`config.mk`:
```
export PLATFORM = sky130hd
export DESIGN_NAME = pipe_stage_buf
export DESIGN_NICKNAME = d
export VERILOG_FILES = /design/src/rtl/pipe_stage_buf.sv
export SDC_FILE = /design/constraint.sdc
export NUM_CORES = 1
export LEC_CHECK = 0
export ABC_AREA = 1
export ABC_CLOCK_PERIOD_IN_PS = 2300
export CORE_MARGIN = 1
export CORE_UTILIZATION = 35
export DETAILED_ROUTE_END_ITERATION = 6
export MAX_ROUTING_LAYER = met4
export SLEW_MARGIN = 20
export SYNTH_ARGS = -nofsm -noshare
export SYNTH_HDL_FRONTEND = slang
export SYNTH_SLANG_ARGS = --single-unit
```
`constraint.sdc`:
```
create_clock -name clk -period 2.3 [get_ports clk]
set_input_delay 0.46 -clock clk [delete_from_list [all_inputs] [get_ports clk]]
set_output_delay 0.46 -clock clk [all_outputs]
set_load 0.05 [all_outputs]
```
`src/rtl/pipe_stage_buf.sv`:
```
// Parametrised valid/ready pipeline stage buffer: DEPTH-entry in-order queue with flush and occupancy.
// Optional perf counters (perf_xfer, perf_stall) are enabled by defining PIPE_STAGE_PERF_CNT_EN.
module pipe_stage_buf #(
  parameter int unsigned DW    = 32,
  parameter int unsigned DEPTH = 2,
  parameter int unsigned CW    = $clog2(DEPTH + 1)
) (
  input  logic          clk,
  input  logic          rst,
  input  logic          flush,
  input  logic          s_valid,
  output logic          s_ready,
  input  logic [DW-1:0] s_data,
  output logic          m_valid,
  input  logic          m_ready,
  output logic [DW-1:0] m_data,
  output logic [CW-1:0] count
`ifdef PIPE_STAGE_PERF_CNT_EN
  ,
  output logic [31:0]   perf_xfer,
  output logic [31:0]   perf_stall
`endif
);

  localparam int unsigned PW = (DEPTH > 1) ? $clog2(DEPTH) : 1;

  logic [DW-1:0] mem_q [DEPTH];
  logic [DW-1:0] mem_d [DEPTH];
  logic [PW-1:0] rd_ptr_q, rd_ptr_d;
  logic [PW-1:0] wr_ptr_q, wr_ptr_d;
  logic [CW-1:0] count_q, count_d;
  logic          s_ready_q, s_ready_d;
  logic          m_valid_q, m_valid_d;
  logic [DW-1:0] m_data_q, m_data_d;
  logic          push;
  logic          pop;

  // Explicit wrap so non-power-of-two depths index correctly.
  function automatic logic [PW-1:0] ptr_inc(input logic [PW-1:0] p);
    return (p == PW'(DEPTH - 1)) ? '0 : p + PW'(1);
  endfunction

  // Next-state for pointers, occupancy, storage and the registered handshake outputs.
  always_comb begin
    push     = s_valid & s_ready_q;
    pop      = m_valid_q & m_ready;
    mem_d    = mem_q;
    rd_ptr_d = rd_ptr_q;
    wr_ptr_d = wr_ptr_q;
    count_d  = count_q;

    if (flush) begin
      rd_ptr_d = '0;
      wr_ptr_d = '0;
      count_d  = '0;
    end else begin
      if (push) begin
        mem_d[wr_ptr_q] = s_data;
        wr_ptr_d        = ptr_inc(wr_ptr_q);
      end
      if (pop) begin
        rd_ptr_d = ptr_inc(rd_ptr_q);
      end
      case ({push, pop})
        2'b10:   count_d = count_q + CW'(1);
        2'b01:   count_d = count_q - CW'(1);
        default: count_d = count_q;
      endcase
    end

    s_ready_d = (count_d < CW'(DEPTH));
    m_valid_d = (count_d != '0);
    // Reading mem_d picks up a beat written this cycle into an empty queue.
    m_data_d  = m_valid_d ? mem_d[rd_ptr_d] : '0;
  end

  always_ff @(posedge clk) begin
    if (rst) begin
      rd_ptr_q  <= '0;
      wr_ptr_q  <= '0;
      count_q   <= '0;
      s_ready_q <= 1'b1;
      m_valid_q <= 1'b0;
      m_data_q  <= '0;
    end else begin
      rd_ptr_q  <= rd_ptr_d;
      wr_ptr_q  <= wr_ptr_d;
      count_q   <= count_d;
      s_ready_q <= s_ready_d;
      m_valid_q <= m_valid_d;
      m_data_q  <= m_data_d;
    end
  end

  // Payload storage carries no reset; validity is tracked by count.
  always_ff @(posedge clk) begin
    mem_q <= mem_d;
  end

  assign s_ready = s_ready_q;
  assign m_valid = m_valid_q;
  assign m_data  = m_data_q;
  assign count   = count_q;

`ifdef PIPE_STAGE_PERF_CNT_EN
  logic [31:0] perf_xfer_q, perf_xfer_d;
  logic [31:0] perf_stall_q, perf_stall_d;

  // Counters survive flush and wrap naturally at 32 bits.
  always_comb begin
    perf_xfer_d  = perf_xfer_q + 32'(pop);
    perf_stall_d = perf_stall_q + 32'(m_valid_q & ~m_ready);
  end

  always_ff @(posedge clk) begin
    if (rst) begin
      perf_xfer_q  <= '0;
      perf_stall_q <= '0;
    end else begin
      perf_xfer_q  <= perf_xfer_d;
      perf_stall_q <= perf_stall_d;
    end
  end

  assign perf_xfer  = perf_xfer_q;
  assign perf_stall = perf_stall_q;
`endif

endmodule

```
==> results of run 1 <==
layer usage:
layer	vias up	part of all wire (%)	global-route usage, %
li1	1874	-	-
met1	1603	48	23.6
met2	85	46	29.6
met3	5	4.9	3.47
met4	0	0.70	5.17
met5	-	0	-
per-stage QoR:
step           setup WS, ps  instances  hold WS (ps)
2_1_floorplan           385        581           416
3_3_place_gp            182        784           424
3_5_place_dp            111        784           429
4_1_cts                 273        800           447
5_1_grt                 214        800           466
6_report                291        800           445
worst paths after layout:
kind | to | slack [ps]
min reg2reg | mem_q[31]$_DFF_P_ | 450
max | count[0] | 290
max reg2reg | m_data[17]$_SDFF_PP0_ | 670
min | mem_q[31]$_DFF_P_ | 450
synth_stat cells (all sizes together):
| master | count |
|---|---|
| o21a | 1 |
| nand3 | 101 |
| nand4 | 1 |
| dfxtp | 102 |
| nor2 | 5 |
| inv | 108 |
| and2 | 32 |
| buf | 21 |
| ha | 1 |
| clkbuf | 6 |
| nand2 | 203 |
where the power goes:
| group | switching, W | internal (W) | leakage [nW] | total (W) |
|---|---|---|---|---|
| combinational | 0.000602 | 0.000378 | 1.88 | 0.000981 |
| sequential | 0.0000739 | 0.00206 | 0.848 | 0.00213 |
| clock | 0.000667 | 0.000879 | 0.139 | 0.00155 |
| total | 0.00134 | 0.00332 | 2.87 | 0.00466 |
sequential cells by signal, indices dropped and copies added (netlist names):
register	count
wr_ptr_q	1
s_ready	1
count	2
m_valid	1
m_data	32
rd_ptr_q	1
mem_q	64
logic make-up after synthesis:
| family | after synthesis |
|---|---|
| compound gates | 1 |
| fa+ha+maj | 1 |
| buf+inv | 135 |
| flops | 102 |
| simple gates | 342 |
layout make-up:
| class | instances | area, µm² |
|---|---|---|
| Inverter | 108 | 405 |
| Fill cell | 1176 | 6080 |
| Multi-Input combinational cell | 344 | 1530 |
| Sequential cell | 102 | 2040 |
| Timing Repair Buffer | 87 | 883 |
| Clock buffer | 12 | 246 |
| Clock inverter | 4 | 53.8 |
| Tap cell | 143 | 179 |
==> impl_metrics.tcl, run 1 <==
set metrics [dict create \
    status "complete, no violations" \
    hold_buffers 0 \
    fmax_mhz 498 \
    synth_top_area_share_pct 49.9 \
    reg2reg_from "s_ready$_SDFF_PP1_" \
    synth_top_family_by_area "simple AND/OR/NAND/NOR gates" \
    grt-ovfl-total 0 \
    cts_setup_buffers 0 \
    required_ps 1840 \
    final.min_clock_period_ps 2010 \
    finalSetupTns_ps 0 \
    grt_first_pass_wirelength_um 16600 \
    place_hpwl_um 6230 \
    ant_nets 0 \
    syn_area_um2 4090 \
    peakVddDrop_mv 0.485 \
    rows 39 \
    worstHoldPathType "reg2reg" \
    root_buffer "clkbuf_16" \
    clk_latency_ps 340 \
    wl_um 9740 \
    synthAdderAreaFrac_pct 0.306 \
    min_path_cells 2 \
    critPathCaptureType "primary output" \
    syn_nets 619 \
    leakagePower_nw 2.87 \
    nets 690 \
    fin_skew_ps 11.8 \
    syn_inst 581 \
    max_slew_margin_pct 65.1 \
    synthTopCellsByArea "dfxtp_1 (50%), nand2_1 (19%), nand3_1 (12%), inv_1 (9.5%), and2_1 (4.9%)" \
    finish.instance_area_um2 5340 \
    cp.arrival_ps 1550 \
    via_count 3567 \
    mostFrequentLayoutCells "nand2_1 (203), inv_1 (104), dfxtp_1 (102), nand3_1 (100), clkdlybuf4s50_1 (72)" \
    dieHeight_um 110 \
    final_common_cell "nand2_1" \
    grt_max_degree 33 \
    min_from "mem_q[31]$_DFF_P_" \
    crit_fanout 4 \
    crit_path_start "count[0]$_SDFF_PP0_" \
    path_buf_inv 1 \
    first_pass_iters 6 \
    port_buffers 72 \
    wl_per_cell_um 12.2 \
    cts_sinks 102 \
    ff2ff_path_depth 10 \
    yosysSeqAreaShare_pct 49.9 \
    ys_ff_latch 102 \
    tightestPinTransition_ps 521 \
    clockBufferDepth 2 \
    setup_violations 0 \
    grt_usage_pct 18.4 \
    cts_resized 0 \
    antenna_cells 0 \
    start_util_pct 35.8 \
    synthXorXnorAreaFrac_pct 0 \
    via_per_inst 4.46 \
    power_w 0.00466 \
    drv_cap 0 \
    syn2layout_area_growth_pct 30.4 \
    yosysUniqueCellTypes 13 \
    layout-drive-gt1-share_pct 5.48 \
    grt_pass1_vias 3514 \
    die_w_um 110 \
    grt_antenna_before_repair 0 \
    cpLargestDelayFamily "buffers and inverters" \
    finalCritPeriodShare_pct 87.4 \
    cts_inserted_buffers 9 \
    synth.area.mux_share_pct 0 \
    final_util_pct 46.7 \
    yosysTopAreaCell "dfxtp_1" \
    synth_compound_area_share_pct 0.183 \
    worstPathCellList "clkdlybuf4s50_1" \
    power_density_nw_per_um2 873 \
    post_dp_cell_area_um2 5040 \
    drtIter0Drc 126 \
    h-tree-depth 3 \
    cp_slowest_cell "clkdlybuf4s50_1" \
    path_depth 1 \
    drv_slew 0 \
    dieArea_um2 12100 \
    hold_viol 0 \
    clk_pin_slew_ps 70 \
    critical-path-max-stage-delay_ps 840 \
    cts_tree "yes" \
    crit_path_start_kind "register" \
    ioPinCount 73 \
    yosys_warnings 0 \
    yosys.area_share.simple_pct 36.6 \
    drc_errors 0 \
    core_area_um2 11400 \
    crit_type "reg2out" \
    rsz0062_at_grt "no" \
    avgSynthCellArea_um2 7.04 \
    globalplace.congestion 0.705 \
]
(Power assumes the default switching activity.)
==> run 2, diff against run 1 <==
--- a/config.mk
+++ b/config.mk
@@ -7,8 +7,9 @@
 export LEC_CHECK = 0
 export ABC_AREA = 1
 export ABC_CLOCK_PERIOD_IN_PS = 2300
-export CORE_MARGIN = 1
 export CORE_UTILIZATION = 35
+export CTS_BUF_LIST = sky130_fd_sc_hd__clkbuf_2 sky130_fd_sc_hd__clkbuf_4 sky130_fd_sc_hd__clkbuf_8
+export CTS_CLUSTER_DIAMETER = 100
 export DETAILED_ROUTE_END_ITERATION = 6
 export MAX_ROUTING_LAYER = met4
 export SLEW_MARGIN = 20
==> run 2 against run 1 <==
Effect of this change:
- clock skew up 3.5 ps
- worst setup slack got worse by 26 ps
- total power is 7.8% lower
- final cell count unchanged
- count of clock-buffer cells in the layout unchanged
- via count grew 0.34%
- first-iteration DRC count down 12%
- sequential power about the same
- critical path type unchanged
- largest cell class unchanged
==> impl_metrics.tcl, run 2 (same netlist as run 1, synthesis figures left out) <==
set metrics [dict create \
    status "complete, no violations" \
    grt_use_met3_pct 2.59 \
    h-tree-depth 3 \
    cts_inserted_buffers 9 \
    max_slew_margin_pct 65.1 \
    drv_slew 0 \
    peakVddDrop_mv 0.323 \
    setup_violations 0 \
    crit_type "reg2out" \
    wl_per_cell_um 12.1 \
    hold_viol 0 \
    via_count 3579 \
    reg2reg_slack_ps 680 \
    layout-drive-gt1-share_pct 5.78 \
    worstPathCellList "clkdlybuf4s50_1" \
    hold_end "mem_q[31]$_DFF_P_" \
    crit_path_start_kind "register" \
    die_w_um 110 \
    required_ps 1840 \
    nets 690 \
    min_from "mem_q[31]$_DFF_P_" \
    min_path_cells 2 \
    finalSetupTns_ps 0 \
    grt_first_pass_wirelength_um 16500 \
    mostFrequentLayoutCells "nand2_1 (203), inv_1 (104), dfxtp_1 (102), nand3_1 (100), clkdlybuf4s50_1 (72)" \
    fin_skew_ps 15.3 \
    start_util_pct 35.8 \
    final_common_cell "nand2_1" \
    multi_input_area_um2 1530 \
    tightestPinTransition_ps 522 \
    crit_fanout 4 \
    cpLargestDelayFamily "buffers and inverters" \
    clockBufferDepth 2 \
    largest_register "mem_q" \
    gr-usage-met2_pct 29.2 \
    drv_cap 0 \
    grt_usage_pct 18.1 \
    netSwitchingFraction_pct 30.2 \
    register_area_um2 2040 \
    drtIter0Drc 111 \
    dieHeight_um 110 \
    grt_antenna_before_repair 0 \
    root_buffer "clkbuf_8" \
    grt_busiest_layer "met2" \
    largest_reg_flops 64 \
    first_pass_iters 6 \
    power_switching_w 0.00130 \
    grt_use_met1_pct 23.8 \
    cp_slowest_cell "clkdlybuf4s50_1" \
    place_hpwl_um 6230 \
    ant_nets 0 \
    fmax_mhz 491 \
    drc_errors 0 \
    grt-ovfl-total 0 \
    ioPinCount 73 \
    ff2ff_path_depth 10 \
    r2r_end "m_data[27]$_SDFF_PP0_" \
    power_density_nw_per_um2 819 \
    hold_buffers 0 \
    core_area_um2 11400 \
    syn2layout_area_growth_pct 28.1 \
    post-place-ws_ps 111 \
    cts_tree "yes" \
    via_per_inst 4.47 \
    cts_resized 0 \
    clk_pin_slew_ps 90 \
    grt_max_degree 33 \
    grt_pass1_vias 3507 \
    pwr-share-clk_pct 27.6 \
    internal-power_w 0.00300 \
    leakagePower_nw 2.83 \
    critical-path-max-stage-delay_ps 840 \
    port_buffers 72 \
    final.min_clock_period_ps 2040 \
    rows 39 \
    nFillCells 1198 \
    worstHoldPathType "reg2reg" \
    antenna_cells 0 \
    globalplace.congestion 0.705 \
    critPathCaptureType "primary output" \
    rsz0062_at_grt "no" \
    dieArea_um2 12100 \
    cts_setup_buffers 0 \
    p_seq_share_pct 49.6 \
    cp.arrival_ps 1580 \
    reg2reg_from "s_ready$_SDFF_PP1_" \
    path_buf_inv 1 \
    combPwrFrac_pct 22.8 \
    wl_um 9650 \
    finalCritPeriodShare_pct 88.5 \
    cts_sinks 102 \
    worst_slack_ps 265 \
    clk_latency_ps 360 \
]
run 2: cell counts in the layout (fill, tap and decap cells not counted):
Identical to the previous run, type by type.
run 2: per-layer routing:
metal / share of wire (%) / up-vias
met5: 0 / -
met4: 0.85 / 0
met3: 4.3 / 10
met2: 46 / 76
met1: 49 / 1624
li1: - / 1869
run 2: cell type report:
cell class	count	area share (%)
multi-input combinational	344	29.1
clock buffer	12	2.91
timing repair buffer	87	16.8
clock inverter	4	1.03
tap	143	3.41
inverter	108	7.73
sequential	102	38.9
run 2: metrics by stage:
step	instance area (µm²)	cells	util, %	power [W]	hold slack, ps
6_report	5240	800	45.9	0.00430	452
5_1_grt	5240	800	45.9	0.00455	473
4_1_cts	5240	800	45.9	0.00433	455
3_5_place_dp	5040	784	44.1	0.00316	429
3_3_place_gp	5040	784	44.1	0.00313	424
2_1_floorplan	4090	581	-	0.00283	416
run 2: worst max-delay path by stage:
stage                              startpoint               endpoint  depth (start not counted)
after floorplan            s_ready$_SDFF_PP1_  m_data[10]$_SDFF_PP0_                          9
after global placement                s_valid  m_data[23]$_SDFF_PP0_                         11
after detailed placement              m_ready  m_data[17]$_SDFF_PP0_                         12
after CTS                 count[0]$_SDFF_PP0_               count[0]                          1
after global routing      count[0]$_SDFF_PP0_               count[0]                          1
final                     count[0]$_SDFF_PP0_               count[0]                          1
run 2: power by group through the flow:
stage               clock network, W  logic [W]  registers (W)
finish                       0.00119   0.000979        0.00213
global route                 0.00128    0.00111        0.00216
CTS                          0.00121   0.000988        0.00213
detailed placement                 0   0.000983        0.00218
global placement                   0   0.000961        0.00217
floorplan                          0   0.000489        0.00234
run 2: worst min-delay path: stages (launching register included):
cell	delay, ps
dfxtp_1	320
nand2_1	50
nand2_1	60
==> run 3, diff against run 2 <==
--- a/config.mk
+++ b/config.mk
@@ -7,6 +7,7 @@
 export LEC_CHECK = 0
 export ABC_AREA = 1
 export ABC_CLOCK_PERIOD_IN_PS = 2300
+export CORE_MARGIN = 3
 export CORE_UTILIZATION = 35
 export CTS_BUF_LIST = sky130_fd_sc_hd__clkbuf_2 sky130_fd_sc_hd__clkbuf_4 sky130_fd_sc_hd__clkbuf_8
 export CTS_CLUSTER_DIAMETER = 100
==> run 3 against run 2 <==
Effect of this change:
- hold slack about the same
- register-to-register slack worse by 20 ps
- critical path depth unchanged
- largest power group unchanged
==> impl_metrics.tcl, run 3 (same netlist as run 1, synthesis figures left out) <==
set metrics [dict create \
    status "complete, no violations" \
    dieHeight_um 114 \
    grt_first_pass_wirelength_um 16400 \
    combPwrFrac_pct 23.4 \
    finalSetupTns_ps 0 \
    worstHoldPathType "reg2reg" \
    pwr-share-clk_pct 25.3 \
    cp.arrival_ps 1560 \
    wl_per_cell_um 12.1 \
    power_switching_w 0.00128 \
    register_area_um2 2040 \
    finalCritPeriodShare_pct 87.8 \
    path_buf_inv 1 \
    power_w 0.00416 \
    nets 692 \
    via_count 3565 \
    largest_register "mem_q" \
    root_buffer "clkbuf_8" \
    min_path_cells 2 \
    ioPinCount 73 \
    clockBufferDepth 2 \
    syn2layout_area_growth_pct 27.0 \
    tightestPinTransition_ps 511 \
    antenna_cells 0 \
    start_util_pct 36.8 \
    cts_inserted_buffers 9 \
    clk_pin_slew_ps 90 \
    grt_usage_pct 15.9 \
    reg2reg_from "m_valid$_SDFF_PP0_" \
    hold_viol 0 \
    max_slew_margin_pct 65.8 \
    wl_um 9710 \
    setup_violations 0 \
    nFillCells 1172 \
    cts_sinks 102 \
    final_util_pct 46.7 \
    p_seq_share_pct 51.3 \
    via_per_inst 4.46 \
    dieArea_um2 13000 \
    crit_fanout 3 \
    final.min_clock_period_ps 2020 \
    leakagePower_nw 2.82 \
    place_hpwl_um 6420 \
    grt_pass1_vias 3530 \
    cts_setup_buffers 0 \
    core_area_um2 11100 \
    min_from "mem_q[26]$_DFF_P_" \
    internal-power_w 0.00288 \
    drtIter0Drc 167 \
    fin_skew_ps 7.36 \
    cp_slowest_cell "clkdlybuf4s50_1" \
    rsz0062_at_grt "no" \
    multi_input_area_um2 1530 \
    cts_tree "yes" \
    mostFrequentLayoutCells "nand2_1 (203), inv_1 (104), dfxtp_1 (102), nand3_1 (100), clkdlybuf4s50_1 (72)" \
    layout-drive-gt1-share_pct 6.07 \
    drv_slew 0 \
    instances_no_fill 799 \
    required_ps 1840 \
    finish.instance_area_um2 5200 \
    ant_nets 0 \
    hold_end "mem_q[26]$_DFF_P_" \
    grt_use_met1_pct 21.4 \
    grt_use_met3_pct 2.80 \
    final_common_cell "nand2_1" \
    grt_busiest_layer "met2" \
    cpLargestDelayFamily "buffers and inverters" \
    h-tree-depth 3 \
    ff2ff_path_depth 11 \
    netSwitchingFraction_pct 30.7 \
    gr-usage-met2_pct 24.6 \
    post_dp_cell_area_um2 5010 \
    critical-path-max-stage-delay_ps 830 \
    worstPathCellList "clkdlybuf4s50_1" \
    crit_type "reg2out" \
    hold_buffers 0 \
    crit_path_start_kind "register" \
    post-place-cells 783 \
    cts_resized 0 \
    power_density_nw_per_um2 800 \
    clk_latency_ps 350 \
    largest_reg_flops 64 \
    grt-ovfl-total 0 \
    port_buffers 72 \
    grt_max_degree 24 \
    rows 38 \
    fmax_mhz 495 \
    reg2reg_slack_ps 660 \
    critPathCaptureType "primary output" \
    drv_cap 0 \
    grt_antenna_before_repair 0 \
    r2r_end "m_data[15]$_SDFF_PP0_" \
    globalplace.congestion 0.765 \
    peakVddDrop_mv 0.377 \
    drc_errors 0 \
    first_pass_iters 4 \
    die_w_um 114 \
]
run 3: final cells by class:
| class | count | area share [%] |
|---|---|---|
| Clock buffer | 12 | 2.94 |
| Clock inverter | 4 | 0.626 |
| Inverter | 108 | 7.80 |
| Multi-Input combinational cell | 344 | 29.4 |
| Sequential cell | 102 | 39.3 |
| Tap cell | 140 | 3.37 |
| Timing Repair Buffer | 89 | 16.6 |
run 3: power groups by stage:
stage / Combinational, W / Clock (W) / Sequential (W)
after global placement: 0.000955 / 0 / 0.00217
after global routing: 0.00109 / 0.00119 / 0.00216
final: 0.000973 / 0.00105 / 0.00213
after floorplan: 0.000489 / 0 / 0.00234
after CTS: 0.000978 / 0.00110 / 0.00214
after detailed placement: 0.000971 / 0 / 0.00218
run 3: metrics by stage:
step | setup WS (ps) | hold slack, ps
global placement | 146 | 424
detailed placement | 64.1 | 429
global route | 214 | 477
floorplan | 385 | 416
finish | 280 | 452
CTS | 255 | 454
run 3: how the worst max path moves through the flow:
stage	startpoint	to	slack, ps	cells past startpoint
finish	count[1]$_SDFF_PP0_	count[1]	280	1
global route	count[0]$_SDFF_PP0_	count[0]	210	1
CTS	count[0]$_SDFF_PP0_	count[0]	260	1
detailed placement	s_valid	m_data[15]$_SDFF_PP0_	60	11
global placement	s_valid	m_data[13]$_SDFF_PP0_	150	11
floorplan	s_ready$_SDFF_PP1_	m_data[10]$_SDFF_PP0_	380	9
run 3: routing by layer:
metal / part of all wire (%) / up-vias
li1: - / 1874
met1: 49 / 1617
met2: 46 / 67
met3: 4.0 / 7
met4: 0.98 / 0
met5: 0 / -
